===== src/rtl/flash_reader_pkg.sv =====
// Shared types and helpers for the flash sample reader: FSM state encoding,
// sample/word widths and the direction-dependent half selector.
package flash_reader_pkg;

    localparam int SAMPLE_W = 16;
    localparam int DATA_W   = 2 * SAMPLE_W;

    typedef enum logic [2:0] {
        IDLE      = 3'd0,
        FETCH     = 3'd1,
        WAIT_DATA = 3'd2,
        READY     = 3'd3,
        ADV_WAIT  = 3'd4
    } state_t;

    // Forward plays low half first, backward plays high half first.
    function automatic logic [SAMPLE_W-1:0] select_half(
        input logic [DATA_W-1:0] word,
        input logic              dir,
        input logic              half_sel
    );
        return (dir ^ half_sel) ? word[SAMPLE_W-1:0] : word[DATA_W-1:SAMPLE_W];
    endfunction

endpackage


===== src/rtl/flash_sample_reader.sv =====
// Fetches 32-bit words over an Avalon-MM read master and plays them out as two
// 16-bit samples on sample_tick. Optional read timeout: FLASH_READER_TIMEOUT_EN.
module flash_sample_reader #(
    parameter int ADDR_W      = 6,
    parameter int DATA_W      = 32,
    parameter int SAMPLE_W    = 16,
    parameter int TIMEOUT_CYC = 255
) (
    input  logic                clk,
    input  logic                rst,
    input  logic                start,
    input  logic                direction_flag,
    input  logic                sample_tick,
    input  logic [ADDR_W-1:0]   addr_in,
    output logic                addr_adv,
    output logic                flash_read,
    output logic [ADDR_W-1:0]   flash_address,
    input  logic                flash_waitrequest,
    input  logic [DATA_W-1:0]   flash_readdata,
    input  logic                flash_readdatavalid,
    output logic [SAMPLE_W-1:0] sample_out,
    output logic                sample_valid,
    output logic                underrun,
`ifdef FLASH_READER_TIMEOUT_EN
    output logic                read_err,
`endif
    output logic                busy
);
    import flash_reader_pkg::*;

    if (DATA_W != 2 * SAMPLE_W || TIMEOUT_CYC < 1 || TIMEOUT_CYC > 255) begin : g_bad_cfg
        $error("flash_sample_reader: invalid parameter combination");
    end

    state_t              r_state;
    logic                r_dir_lat;
    logic                r_half_sel;
    logic                r_abort;
    logic [DATA_W-1:0]   r_word;
    logic                w_starved;
`ifdef FLASH_READER_TIMEOUT_EN
    logic [7:0]          r_to_cnt;
`endif

    assign flash_read = (r_state == FETCH);
    assign busy       = (r_state != IDLE);
    assign w_starved  = (r_state == FETCH) || (r_state == WAIT_DATA) || (r_state == ADV_WAIT);

    always_ff @(posedge clk or negedge rst) begin
        if (!rst) begin
            r_state       <= IDLE;
            r_dir_lat     <= 1'b0;
            r_half_sel    <= 1'b0;
            r_abort       <= 1'b0;
            r_word        <= '0;
            flash_address <= '0;
            sample_out    <= '0;
            sample_valid  <= 1'b0;
            addr_adv      <= 1'b0;
            underrun      <= 1'b0;
`ifdef FLASH_READER_TIMEOUT_EN
            r_to_cnt      <= '0;
            read_err      <= 1'b0;
`endif
        end else begin
            sample_valid <= 1'b0;
            addr_adv     <= 1'b0;
            if (sample_tick && w_starved)
                underrun <= 1'b1;
`ifdef FLASH_READER_TIMEOUT_EN
            if (r_state != WAIT_DATA)
                r_to_cnt <= '0;
`endif
            case (r_state)
                IDLE: begin
                    if (start) begin
                        flash_address <= addr_in;
                        r_dir_lat     <= direction_flag;
                        r_state       <= FETCH;
                    end
                end
                FETCH: begin
                    // A read in flight must finish even if playback stops.
                    if (!start)
                        r_abort <= 1'b1;
                    if (!flash_waitrequest)
                        r_state <= WAIT_DATA;
                end
                WAIT_DATA: begin
                    if (flash_readdatavalid) begin
                        if (r_abort || !start) begin
                            r_abort <= 1'b0;
                            r_state <= IDLE;
                        end else begin
                            r_word     <= flash_readdata;
                            r_half_sel <= 1'b0;
                            r_state    <= READY;
                        end
                    end
`ifdef FLASH_READER_TIMEOUT_EN
                    // On timeout the word is zeroed so both halves play silence.
                    else if (r_to_cnt == 8'(TIMEOUT_CYC - 1)) begin
                        read_err   <= 1'b1;
                        r_word     <= '0;
                        r_half_sel <= 1'b0;
                        if (r_abort || !start) begin
                            r_abort <= 1'b0;
                            r_state <= IDLE;
                        end else begin
                            r_state <= READY;
                        end
                    end else begin
                        r_to_cnt <= r_to_cnt + 8'd1;
                    end
`endif
                end
                READY: begin
                    if (!start) begin
                        r_state <= IDLE;
                    end else if (sample_tick) begin
                        sample_out   <= select_half(r_word, r_dir_lat, r_half_sel);
                        sample_valid <= 1'b1;
                        if (!r_half_sel) begin
                            r_half_sel <= 1'b1;
                        end else begin
                            addr_adv <= 1'b1;
                            r_state  <= ADV_WAIT;
                        end
                    end
                end
                ADV_WAIT: begin
                    if (!start) begin
                        r_state <= IDLE;
                    end else begin
                        flash_address <= addr_in;
                        r_dir_lat     <= direction_flag;
                        r_state       <= FETCH;
                    end
                end
                default: r_state <= IDLE;
            endcase
        end
    end

endmodule


===== config.mk =====
export PLATFORM = sky130hd
export DESIGN_NAME = flash_sample_reader
export DESIGN_NICKNAME = d
export VERILOG_FILES = /design/src/rtl/flash_reader_pkg.sv /design/src/rtl/flash_sample_reader.sv
export SDC_FILE = /design/constraint.sdc
export NUM_CORES = 1
export LEC_CHECK = 0
export BUFFER_PORTS_ARGS = -buffer_cell sky130_fd_sc_hd__clkbuf_2
export CAP_MARGIN = 30
export CORE_MARGIN = 2
export CORE_UTILIZATION = 52
export CTS_CLUSTER_SIZE = 24
export DETAILED_ROUTE_END_ITERATION = 10
export PLACE_DENSITY = 0.75
export SLEW_MARGIN = 5
export SYNTH_ARGS = -nofsm -noshare
export SYNTH_HDL_FRONTEND = slang
export SYNTH_SLANG_ARGS = --single-unit

===== constraint.sdc =====
create_clock -name clk -period 1.7 [get_ports clk]
set_input_delay 0.085 -clock clk [delete_from_list [all_inputs] [get_ports clk]]
set_output_delay 0.085 -clock clk [all_outputs]
set_load 0.03 [all_outputs]

==> out/results.ini <==
[critical_path]
cp.arrival_ps = 1480
crit_type = reg2out
cp-end-kind = output port
crit_fanout = 7
worstPathRequired_ps = 1620
start_kind = register

[detailed_routing]
drc = 0
ant_nets = 0
wl_per_cell_microns = 14.2
routed_wl_microns = 5570
routed_via_density = 4.80
wl_met1_microns = 2390
wl_met3_microns = 212
firstDrtPassIters = 4
num_vias = 1881
top_layer_used = met4
dr_wl_met2_microns = 2840
drt_iter0_markers = 65

[logic_synthesis]
synth_cells = 194
synthDistinctLibCells = 31
synth_area_sq_um = 2770
synth-seq-cells = 63
synth_nets = 239
synth.avg_cell_area_sq_um = 14.3
ys_warn_count = 0
ys_seq_area_share_pct = 57.0

[timing]
finalCritPeriodShare_pct = 91.8
setup-tns-final_ps = 0
min_period_ps = 1560
rsz0062_at_grt = false
fmax_mhz = 641
worst_slew_pin_slew_ps = 319
clock_skew_ps = 5.83
hold_violations = 0
slew_viol_final = 0
hold_ws_ps = 25.9
setup_viol = 0
setup_slack_ps = 140
maxSlewHeadroom_pct = 78.5

[global_routing]
grt_start_max_net_pins = 64
grtUsageTotal_pct = 21.0
grt_pass1_wl_microns = 9500
grt_pass1_vias = 2024
antenna_found_initial = 0
grt_overflow_total = 0

[floorplan]
coreArea_sq_um = 5110
num_rows = 26
io_pins = 72
start_util_pct = 54.2
die_w_microns = 77.0
fp.dieH_microns = 77.0
die-area_sq_um = 5920

[cts]
clock_latency_ps = 340
path_clk_slew_ps = 60
cts_tree = done
cts_buffers = 9
cts_buffer_depth = 2
clockRootBuffer = clkbuf_8
clock-sinks = 63
cts_setup_buffers = 0
h-tree-depth = 3

[finish]
layout-drive-gt1-share_pct = 44.7
final_net_count = 362
multiInputGateArea_sq_um = 1090
finalNonFillerCells = 392
n_antenna_cell = 0
seq_area_sq_um = 1580
area_growth_pct = 38.2
fillers = 346

[power]
power.leakage_nw = 1.94
vdd_ir_drop_max_mv = 1.06
p_per_area_nw_per_um2 = 1660
power_w = 0.00635

[run_status]
status = finished clean

[placement]
placed_cells = 336
dp_hpwl_microns = 3530
dp_slack_ps = 150
io_buffers = 71
gp_congestion = 0.790

[job]
cap_violations = 0

[min_path]
hold_class = in2reg

report_power, final:
part           total (W)  leakage, nW  internal [W]  switching, W
combinational    0.00252         1.01       0.00127       0.00125
clock            0.00123        0.105      0.000681      0.000553
sequential       0.00259        0.819       0.00217      0.000420
state kept, by name, summed over array words and instances, names as in the netlist:
| register | cells |
|---|---|
| r_abort | 1 |
| r_state | 3 |
| addr_adv | 1 |
| r_half_sel | 1 |
| sample_out | 16 |
| r_word | 32 |
| flash_address | 6 |
| underrun | 1 |
| sample_valid | 1 |
| r_dir_lat | 1 |
worst paths after layout:
kind | startpoint | end | slack, ps | depth (start not counted)
max | r_state[0]$_DFFE_PN0P_ | busy | 140 | 3
min | flash_waitrequest | r_state[0]$_DFFE_PN0P_ | 30 | 3
min reg2reg | underrun$_DFFE_PN0P_ | underrun$_DFFE_PN0P_ | 480 | 1
min in group asynchronous | rst | sample_out[3]$_DFFE_PN0P_ | 290 | 3
max reg2reg | r_state[2]$_DFFE_PN0P_ | r_word[3]$_DFFE_PN0P_ | 140 | 5
max in group asynchronous | rst | r_state[0]$_DFFE_PN0P_ | 1130 | 3
routing by layer:
metal | up-vias | GRT usage, %
met3 | 12 | 3.76
met4 | 0 | 11.5
met1 | 899 | 26.7
li1 | 918 | -
met5 | - | 0
met2 | 52 | 34.0
worst max-delay path: stages (launching register included):
cell	delay (ps)
dfrtp_2	470
buf_4	180
or3_1	300
clkbuf_2	190
layout by cell type (no fill, tap or decap), drive strengths merged:
master,synthesis,final
clkbuf,1,83
dfrtp,63,63
dlygate4sd3,0,40
mux2,39,39
o21ai,20,20
nand2,18,18
mux2i,16,16
buf,9,12
inv,4,4
a21oi,3,3
clkinv,0,3
nor3,3,3
nor2,3,3
nand3,2,2
and2,2,2
or3,1,1
and3b,1,1
nand3b,1,1
xnor2,1,1
a31oi,1,1
o31a,1,1
o311ai,1,1
xor2,1,1
o211ai,1,1
nand2b,1,1
o31ai,1,1
synth_stat cells, drive strengths merged:
cell	n	area share [%]
a21oi	3	0.54
a31oi	1	0.23
and2	2	0.45
and3b	1	0.36
buf	9	3.3
clkbuf	1	0.14
dfrtp	63	57
inv	4	0.54
mux2	39	20
mux2i	16	5.8
nand2	18	2.4
nand2b	1	0.23
nand3	2	0.36
nand3b	1	0.72
nor2	3	0.99
nor3	3	0.72
o211ai	1	0.27
o21ai	20	3.6
o311ai	1	0.32
o31a	1	0.32
o31ai	1	0.27
or3	1	0.23
xnor2	1	0.99
xor2	1	0.32
cells by family after synthesis:
| logic type | synth area share, % |
|---|---|
| flops | 57.0 |
| xor+xnor | 1.31 |
| mux | 25.7 |
| compound gates | 5.56 |
| simple gates | 6.51 |
| buf+inv | 3.93 |
per-stage QoR:
step           utilization, %  instance area (sq um)
2_1_floorplan               -                   2770
3_3_place_gp             63.2                   3230
3_5_place_dp             63.2                   3230
4_1_cts                  74.9                   3820
5_1_grt                  74.9                   3820
6_report                 74.9                   3820
area by class of cell:
cell class | instances | share of cell area (%)
inverters | 4 | 0.393
clock buffers | 13 | 4.68
multi-input cells | 117 | 28.4
clock inverters | 3 | 0.393
well taps | 70 | 2.29
flip-flops and latches | 63 | 41.2
repair buffers | 122 | 22.6
repair_timing:
action / 4_1_cts / 5_1_grt
endpoints found under the hold margin: 102 / 0
hold buffers: 40 / 0
endpoints found under the setup margin: 0 / 1
resized for setup: 0 / 1
Note: power is estimated with default switching activity, not from simulation.
